$ cat config.mk
export PLATFORM = sky130hd
export DESIGN_NAME = bcd_to_bin_seq
export DESIGN_NICKNAME = d
export VERILOG_FILES = /design/src/rtl/bcd_to_bin_seq.sv
export SDC_FILE = /design/constraint.sdc
export NUM_CORES = 1
export LEC_CHECK = 0
export ABC_AREA = 1
export BUFFER_PORTS_ARGS = -buffer_cell sky130_fd_sc_hd__buf_2
export CORE_MARGIN = 1.5
export CORE_UTILIZATION = 50
export DETAILED_ROUTE_END_ITERATION = 6
export PLACE_DENSITY = 0.71
export SLEW_MARGIN = 20
export SYNTH_ARGS = -nofsm -noshare
export SYNTH_HDL_FRONTEND = slang
export SYNTH_SLANG_ARGS = --single-unit
$ cat constraint.sdc
create_clock -name clk -period 1.8 [get_ports clk]
set_input_delay 0.27 -clock clk [delete_from_list [all_inputs] [get_ports clk]]
set_output_delay 0.27 -clock clk [all_outputs]
set_load 0.02 [all_outputs]
$ cat src/rtl/bcd_to_bin_seq.sv
// rtl/bcd_to_bin_seq.sv - sequential BCD-to-binary converter (reverse double dabble)
//
// Purpose: converts a packed BCD word to plain binary. Each CONV cycle does
// one right shift plus a subtract-3 correction, so a conversion takes BIN_W
// shifts. A start/busy/done handshake frames each conversion, and an
// invalid-digit flag reports any input digit above 9.
//
// Ports:
//   clk      - single clock, rising edge
//   rst_n    - asynchronous active-low reset
//   start    - conversion request, sampled only in IDLE
//   bcd_in   - packed BCD input, digit 0 in bits [3:0]
//   busy     - high while converting
//   done     - one-cycle pulse; bin_out/err are valid from this cycle on
//   bin_out  - converted value, held until replaced by a later result
//   err      - the last accepted input contained a digit > 9

module bcd_to_bin_seq #(
   parameter int DIGITS = 4,
   parameter int BIN_W  = 14
) (
   input  logic                  clk,
   input  logic                  rst_n,
   input  logic                  start,
   input  logic [4*DIGITS-1:0]   bcd_in,
   output logic                  busy,
   output logic                  done,
   output logic [BIN_W-1:0]      bin_out,
   output logic                  err
);

   localparam int BCD_W = 4 * DIGITS;
   localparam int CNT_W = $clog2(BIN_W + 1);

   function automatic longint unsigned pow10(input int n);
      longint unsigned p;
      p = 1;
      for (int i = 0; i < n; i++) p = p * 10;
      return p;
   endfunction

   // The largest DIGITS-digit decimal value must fit in BIN_W bits.
   if (pow10(DIGITS) - 1 >= (64'd1 << BIN_W)) begin : g_bad_width
      $error("bcd_to_bin_seq: BIN_W too small for DIGITS");
   end

   typedef enum logic [1:0] {
      S_IDLE = 2'd0,
      S_CONV = 2'd1,
      S_DONE = 2'd2
   } state_t;

   state_t             r_state;
   logic [BCD_W-1:0]   r_bcd;
   logic [BIN_W-1:0]   r_bin;
   logic [CNT_W-1:0]   r_cnt;

   logic [BCD_W-1:0]   w_bcd_shift;
   logic [BCD_W-1:0]   w_bcd_next;
   logic [BIN_W-1:0]   w_bin_next;
   logic               w_in_bad;
   logic               w_last;

   assign w_bcd_shift = {1'b0, r_bcd[BCD_W-1:1]};
   assign w_bin_next  = {r_bcd[0], r_bin[BIN_W-1:1]};
   assign w_last      = (r_cnt == CNT_W'(BIN_W - 1));

   // Post-shift correction: a digit that received a 1 from the digit above
   // reads >= 8 and is pulled back by 3, undoing the decimal weight of 10.
   always_comb begin
      w_bcd_next = w_bcd_shift;
      for (int d = 0; d < DIGITS; d++) begin
         if (w_bcd_shift[4*d+3])
            w_bcd_next[4*d +: 4] = w_bcd_shift[4*d +: 4] - 4'd3;
      end
   end

   always_comb begin
      w_in_bad = 1'b0;
      for (int d = 0; d < DIGITS; d++) begin
         if (bcd_in[4*d +: 4] > 4'd9) w_in_bad = 1'b1;
      end
   end

   always_ff @(posedge clk or negedge rst_n) begin
      if (!rst_n) begin
         r_state <= S_IDLE;
         r_bcd   <= '0;
         r_bin   <= '0;
         r_cnt   <= '0;
         busy    <= 1'b0;
         done    <= 1'b0;
         bin_out <= '0;
         err     <= 1'b0;
      end else begin
         // done is the registered image of the DONE state, so it rises one
         // edge after DONE is entered and overlaps the following IDLE cycle.
         done <= (r_state == S_DONE);
         case (r_state)
            S_IDLE: begin
               if (start) begin
                  if (w_in_bad) begin
                     err     <= 1'b1;
                     bin_out <= '0;
                     r_state <= S_DONE;
                  end else begin
                     r_bcd   <= bcd_in;
                     r_bin   <= '0;
                     r_cnt   <= '0;
                     err     <= 1'b0;
                     busy    <= 1'b1;
                     r_state <= S_CONV;
                  end
               end
            end
            S_CONV: begin
               r_bcd <= w_bcd_next;
               r_bin <= w_bin_next;
               r_cnt <= r_cnt + CNT_W'(1);
               if (w_last) begin
                  bin_out <= w_bin_next;
                  busy    <= 1'b0;
                  r_state <= S_DONE;
               end
            end
            S_DONE: begin
               r_state <= S_IDLE;
            end
            default: begin
               busy    <= 1'b0;
               r_state <= S_IDLE;
            end
         endcase
      end
   end

endmodule

==> impl_metrics.toml, run 1 <==
[routing]
drc = 0
drt_iter0_drc = 156
ant_nets = 0
wirelength_um = 4940
viasPerCell = 4.95
drt-pass1-iter-count = 5
top_layer_used = "met4"
met2_length_um = 2240
routedWlPerCell_um = 11.6
wl_met3_um = 165
met1Wirelength_um = 2520
num_vias = 2110

[sta]
rsz0062_at_grt = "no"
period_needed_ps = 1460
relSlewSlack_pct = 80.1
max_slew.worst_pin.slew_ps = 295
setup_violations = 0
fin_crit_sh_pct = 80.8
hold_viol = 0
setup-tns-final_ps = 0
max_freq_mhz = 687
clock_skew_ps = 10.9
drv_slew = 0
holdWs_ps = 225

[power_and_ir_drop]
intPower_uw = 2440
clkPwrFrac_pct = 24.9
cellPowerDensity_nw_per_um2 = 1280
p_seq_share_pct = 44.6
ir_drop_mv = 0.699
p_leak_uw = 0.00164
sw_frac_of_total_pct = 35.5
power_frac_comb_pct = 30.5
power_switching_uw = 1340

[yosys]
synthSimpleGateAreaFrac_pct = 32.4
yosysMostFrequentCell = "nand2_1"
syn-cell-area_um2 = 2550
yosysTopAreaCellShare_pct = 51.0
synth_top_flop_cell = "dfrtp_1"
avgSynthCellArea_um2 = 8.00
muxShareOfSynthArea_pct = 0
ys_top_cells_by_count = "nand2_1 (149), dfrtp_1 (52), o21ai_0 (17)"
synth_seq_cells = 52
netlist_instances = 319
async_reset_ff_share_pct = 100
yosys.area_share.xor_xnor_pct = 1.03
syn_nets = 343
ys_types = 24
synth_top_family_by_area = "simple AND/OR/NAND/NOR gates"
ys_top_cells_by_area = "dfrtp_1 (51%), nand2_1 (22%), nand4_1 (3.9%)"
synth_compound_gate_area_share_pct = 7.06
synth_top_area_cell = "dfrtp_1"
synthAdderAreaFrac_pct = 2.45
synth-edff-count = 0
seq_area_frac_synth_pct = 51.0
synth_warnings = 0

[worst_hold_path]
min_to = "r_bcd[15]$_DFFE_PN0P_"
holdPathStages = 3
min-delay-path-class = "in2reg"
min_from = "bcd_in[15]"

[global_routing]
grt_max_degree = 53
grt_pass1_vias = 1970
overflow = 0
grt_antenna_before_repair = 0
grt.total_usage_pct = 20.6
grt_pass1_wl_um = 8890

[floorplanning]
ioPinCount = 36
start_util_pct = 53.0
die_y_um = 74.4
fp.dieArea_um2 = 5540
coreArea_um2 = 4820
die_x_um = 74.4
fp-row-count = 25

[place]
dpl.hpwl_um = 3390
dp.cells = 417
io_buffers = 35
gp_congestion = 0.805

[clocking]
root_buffer = "clkbuf_8"
cts_tree = "yes"
clock_path_buffers = 2
clock-sinks = 52
path_clk_slew_ps = 90
htree_levels = 2
insertion_delay_ps = 300
post_cts_resize_count = 0
cts_made_buffers = 5

[finish]
fill_cells = 461
layoutNonFillerInstCount = 426
antennaDiodeCount = 0
layout-drive-gt1-share_pct = 18.1
area_growth_pct = 16.0
layout.nets = 382

[setup_path]
crit_fanout = 29
r2r_setup_slack_ps = 340
critical_path_class = "reg2reg"
crit_path_start_kind = "flop"
r2r_cells = 8
rr_startpoint = "r_cnt[1]$_DFFE_PN0P_"
worstPathArrival_ps = 1640
regToRegEndpoint = "bin_out[1]$_DFFE_PN0P_"
cp-end-kind = "flop"
required_ps = 1980

[status]
status = "complete, no violations"

[flow_run]
drv_cap = 0
[registers in the layout, indices dropped and copies added (netlist names)]
name     count
r_bin       13
err          1
bin_out     14
busy         1
r_bcd       16
done         1
r_cnt        4
r_state      2
[cell type report]
class / count / area [um2] / share of cell area (%)
clock buffers: 5 / 68.8 / 2.32
clock inverters: 3 / 68.8 / 2.32
inverters: 17 / 63.8 / 2.16
multi-input cells: 237 / 1100 / 37.0
flip-flops and latches: 52 / 1300 / 44.0
well taps: 67 / 83.8 / 2.83
repair buffers: 45 / 278 / 9.38
[per-layer routing]
| metal | vias up | GRT usage [%] |
|---|---|---|
| met4 | 0 | 4.44 |
| met3 | 3 | 3.66 |
| met2 | 33 | 33.5 |
| met5 | - | 0 |
| li1 | 1099 | - |
| met1 | 975 | 29.0 |
[kinds of logic (layout without fill, tap and decap cells)]
logic type | after synthesis | after routing
DFF | 52 | 52
xor gates and xnor gates | 3 | 3
and+or+nand+nor | 198 | 198
adders and majority gates | 5 | 5
AOI/OAI and AO/OA | 31 | 31
buffers and inverters | 30 | 70
[how the worst max path moves through the flow]
stage / from / end / slack, ps / cells past startpoint
floorplan: r_cnt[1]$_DFFE_PN0P_ / bin_out[13]$_DFFE_PN0P_ / 440 / 9
global route: r_cnt[1]$_DFFE_PN0P_ / bin_out[12]$_DFFE_PN0P_ / 180 / 8
finish: r_cnt[1]$_DFFE_PN0P_ / bin_out[1]$_DFFE_PN0P_ / 340 / 8
global placement: bcd_in[10] / bin_out[12]$_DFFE_PN0P_ / 330 / 8
CTS: r_cnt[1]$_DFFE_PN0P_ / bin_out[1]$_DFFE_PN0P_ / 360 / 8
detailed placement: bcd_in[10] / bin_out[1]$_DFFE_PN0P_ / 310 / 8
[through the flow]
step	total power [uW]	utilization (%)	cell area (um2)	setup WS, ps
after floorplan	2550	-	2550	435
after global placement	2830	58.4	2810	326
after detailed placement	2860	58.4	2810	312
after CTS	3820	61.5	2960	356
after global routing	4090	61.5	2960	181
final	3780	61.5	2960	345
[timing repair]
action	CTS	global route
setup endpoints to repair	0	0
hold buffers	1	0
buffers inserted	0	0
hold endpoints to repair	52	0
[critical path, stage by stage (launching register included)]
cell     delay (ps)
dfrtp_1         430
inv_1            70
ha_1            130
nand3_1         140
o21ai_1         160
nand2_1         100
buf_12          170
nand2_1          60
o21ai_0          70
[power by group through the flow]
stage | combinational, uW | sequential (uW) | clock [uW]
finish | 1160 | 1690 | 942
global route | 1340 | 1730 | 1020
CTS | 1160 | 1680 | 969
detailed placement | 1160 | 1700 | 0
global placement | 1130 | 1700 | 0
floorplan | 866 | 1680 | 0
[cell usage in the layout (no fill, tap or decap)]
cell and n:
o21ai_2 5, nor2_1 13, inv_1 14, dlygate4sd3_1 1, inv_6 1, nand3b_1 3, dfrtp_1 52, ha_1 5
a31o_2 1, or2_2 3, inv_2 2, buf_4 7, buf_2 35, nand3_1 12, nand2_1 149, a21oi_1 1
o21ai_0 17, bufinv_16 2, o21a_1 1, nand4_1 16, xnor2_1 3, clkbuf_8 5, nor2_4 1, buf_12 2
clkinv_1 1, o21ai_1 6, nand2_2 1
Power figures use the tool's default switching activity.
==> run 2, diff against run 1 <==
--- a/config.mk
+++ b/config.mk
@@ -5,12 +5,12 @@
 export SDC_FILE = /design/constraint.sdc
 export NUM_CORES = 1
 export LEC_CHECK = 0
-export ABC_AREA = 1
+export ABC_AREA = 0
 export BUFFER_PORTS_ARGS = -buffer_cell sky130_fd_sc_hd__buf_2
 export CORE_MARGIN = 1.5
 export CORE_UTILIZATION = 50
 export DETAILED_ROUTE_END_ITERATION = 6
-export PLACE_DENSITY = 0.71
+export PLACE_DENSITY = 0.72
 export SLEW_MARGIN = 20
 export SYNTH_ARGS = -nofsm -noshare
 export SYNTH_HDL_FRONTEND = slang
==> constraint.sdc (replaced) <==
create_clock -name clk -period 1.48 [get_ports clk]
set_input_delay 0.222 -clock clk [delete_from_list [all_inputs] [get_ports clk]]
set_output_delay 0.222 -clock clk [all_outputs]
set_load 0.02 [all_outputs]
==> run 2 against run 1 <==
- sequential cell count unchanged
- clock power decreased by 13%
- register-to-register slack got worse by 280 ps
- combinational power increased by 50%
- synthesized area decreased by 9.2%
- sequential share of layout area increased by 0.49 points
- count of clock-buffer cells in the layout unchanged
- critical path depth decreased by 1
- global-route usage decreased by 0.24 points
- clock skew decreased by 3.6 ps
- routed wire length increased by 2.6%
==> impl_metrics.toml, run 2 <==
[clocking]
insertion_delay_ps = 310
cts_tree = "yes"
clock-sinks = 52
cts_made_buffers = 5
htree_levels = 2
root_buffer = "clkbuf_8"
clock_path_buffers = 2
path_clk_slew_ps = 90

[yosys]
avgSynthCellArea_um2 = 11.7
synth_warnings = 0
yosys.area_share.xor_xnor_pct = 2.27
synthSimpleGateAreaFrac_pct = 8.81
synth_top_family_by_area = "compound AO/OA/AOI/OAI gates"
synthAdderAreaFrac_pct = 2.70
syn_nets = 222
ys_top_cells_by_count = "dfrtp_1 (52), a22o_1 (28), nor2_1 (10)"
synth-edff-count = 0
muxShareOfSynthArea_pct = 3.03
syn-cell-area_um2 = 2320
seq_area_frac_synth_pct = 56.2
synth_compound_gate_area_share_pct = 22.2
async_reset_ff_share_pct = 100
synth_top_flop_cell = "dfrtp_1"
yosysTopAreaCellShare_pct = 56.2
netlist_instances = 198
yosysMostFrequentCell = "dfrtp_1"
ys_top_cells_by_area = "dfrtp_1 (56%), a22o_1 (11%), mux2i_1 (3.0%)"
ys_types = 33
synth_top_area_cell = "dfrtp_1"
synth_seq_cells = 52

[global_routing]
grt_pass1_vias = 1650
use_met2_pct = 30.3
grt.total_usage_pct = 20.3
met1_usage_pct = 30.8
overflow = 0
grt_pass1_wl_um = 8070
busiest_layer = "met1"
met3_usage_pct = 3.56
grt_antenna_before_repair = 0
grt_max_degree = 53

[flow_run]
drv_cap = 0

[sta]
fin_crit_sh_pct = 95.4
setup_violations = 0
fin_ws_ps = 67.8
setup-tns-final_ps = 0
period_needed_ps = 1410
hold_viol = 0
max_slew.worst_pin.slew_ps = 369
drv_slew = 0
clock_skew_ps = 7.26
max_freq_mhz = 708
rsz0062_at_grt = "no"
relSlewSlack_pct = 75.3

[routing]
num_vias = 1808
drt-pass1-iter-count = 4
routedWlPerCell_um = 16.0
ant_nets = 0
wirelength_um = 5070
viasPerCell = 5.70
drt_iter0_drc = 166
drc = 0

[setup_path]
crit_fanout = 8
cp_cell_sequence = "buf_4, nor2b_1, buf_4, a31oi_1, nor2_1, a31oi_1, o41ai_1"
cp-end-kind = "flop"
required_ps = 1670
cpMaxStageDelayCell = "dfrtp_1"
critical_path_class = "reg2reg"
crit_path_start_kind = "flop"
slowest_delay_ps = 420
worstPathArrival_ps = 1600

[finish]
area_growth_pct = 26.4
layout.nets = 288
layout-drive-gt1-share_pct = 35.1
fin_util_pct = 66.3
reg_top3 = "r_bcd: 16 flops, bin_out: 14 flops, r_bin: 13 flops"
regMostFlops = "r_bcd"
largest_reg_flops = 16
most-common-layout-cells = "dfrtp_1 (52), buf_2 (35), buf_4 (31), a22o_1 (28), nor2_1 (9)"
layoutNonFillerInstCount = 317
antennaDiodeCount = 0
layout.cells.most_common = "dfrtp_1"
design_area_um2 = 2930

[floorplanning]
ioPinCount = 36
fp-row-count = 24
coreArea_um2 = 4410
fp.dieArea_um2 = 5050
start_util_pct = 52.5
die_y_um = 71.1
die_x_um = 71.1

[place]
gp_congestion = 0.836
dpl_worst_slack_ps = -325
dpl.hpwl_um = 3310
dpl_cell_area_um2 = 2760
io_buffers = 35
dp.cells = 305

[power_and_ir_drop]
ir_drop_mv = 0.886
p_seq_share_pct = 45.7
p_leak_uw = 0.00146
power_switching_uw = 1650
power_frac_comb_pct = 36.8
sw_frac_of_total_pct = 34.9
intPower_uw = 3070
cellPowerDensity_nw_per_um2 = 1610
clkPwrFrac_pct = 17.4

[worst_hold_path]
min-delay-path-class = "in2reg"

[status]
status = "complete, no violations"
[run 2: changes by cell type after synthesis, moves of 6 or more]
cell	change
nand2_1	-143
a22o_1	+28
nand4_1	-15
o21ai_0	-13
o22ai_1	+8
mux2i_1	+7
a21oi_2	+6
nand2b_1	+6
nand3_1	-6
[run 2: path summary, 6_finish.rpt]
path                                              from                      to  slack (ps)  depth (start not counted)
worst max-delay path            r_state[0]$_DFFE_PN0P_   r_bcd[11]$_DFFE_PN0P_          70                          7
min in group asynchronous                        rst_n    r_bin[1]$_DFFE_PN0P_         420                          3
max in group asynchronous                        rst_n    r_bcd[7]$_DFFE_PN0P_         830                          3
worst max register to register  r_state[0]$_DFFE_PN0P_   r_bcd[11]$_DFFE_PN0P_          70                          7
worst min register to register  bin_out[6]$_DFFE_PN0P_  bin_out[6]$_DFFE_PN0P_         500                          1
worst min-delay path                        bcd_in[15]   r_bcd[15]$_DFFE_PN0P_         150                          2
[run 2: worst max-delay path, delay by kind of cell (launching register included)]
family / cells / cell delay [ps]
and+or+nand+nor: 2 / 180
buffers and inverters: 2 / 320
AOI/OAI and AO/OA: 3 / 390
DFF: 1 / 420
[run 2: cell families (layout without fill, tap and decap cells)]
group / Yosys count / in the layout
buffers and inverters: 21 / 88
AOI/OAI and AO/OA: 68 / 68
adders and majority gates: 5 / 5
and+or+nand+nor: 39 / 39
muxes: 7 / 7
xor gates and xnor gates: 6 / 6
DFF: 52 / 52
[run 2: routing by layer]
layer	wire length, um	part of all wire [%]
met1	2310	46
met2	2360	47
met3	326	6.4
met4	64	1.3
met5	0	0
[run 2: timing repair]
item | 4_1_cts | 5_1_grt
resized for setup | 2 | 6
endpoints found under the hold margin | 52 | 0
setup buffers | 0 | 2
hold buffers | 1 | 0
pin swaps | 0 | 1
setup endpoints to repair | 14 | 14
cloned | 0 | 1
[run 2: stage by stage]
| step | total power (uW) | hold WS, ps |
|---|---|---|
| 2_1_floorplan | 3190 | -73.6 |
| 3_3_place_gp | 3720 | 234 |
| 3_5_place_dp | 3800 | 232 |
| 4_1_cts | 4630 | 148 |
| 5_1_grt | 5010 | 149 |
| 6_report | 4720 | 146 |
[run 2: cell type report]
type                    instances  area (um2)
fillers                       362        1490
flip-flops and latches         52        1300
multi-input cells             125         933
repair buffers                 71         503
clock buffers                   5        68.8
well taps                      52        65.1
inverters                       9        33.8
clock inverters                 3        22.5
[run 2: power groups by stage]
stage	logic, uW	registers (uW)	clock network (uW)
finish	1740	2160	823
global route	1900	2210	904
CTS	1650	2140	838
detailed placement	1630	2170	0
global placement	1570	2160	0
floorplan	1070	2130	0
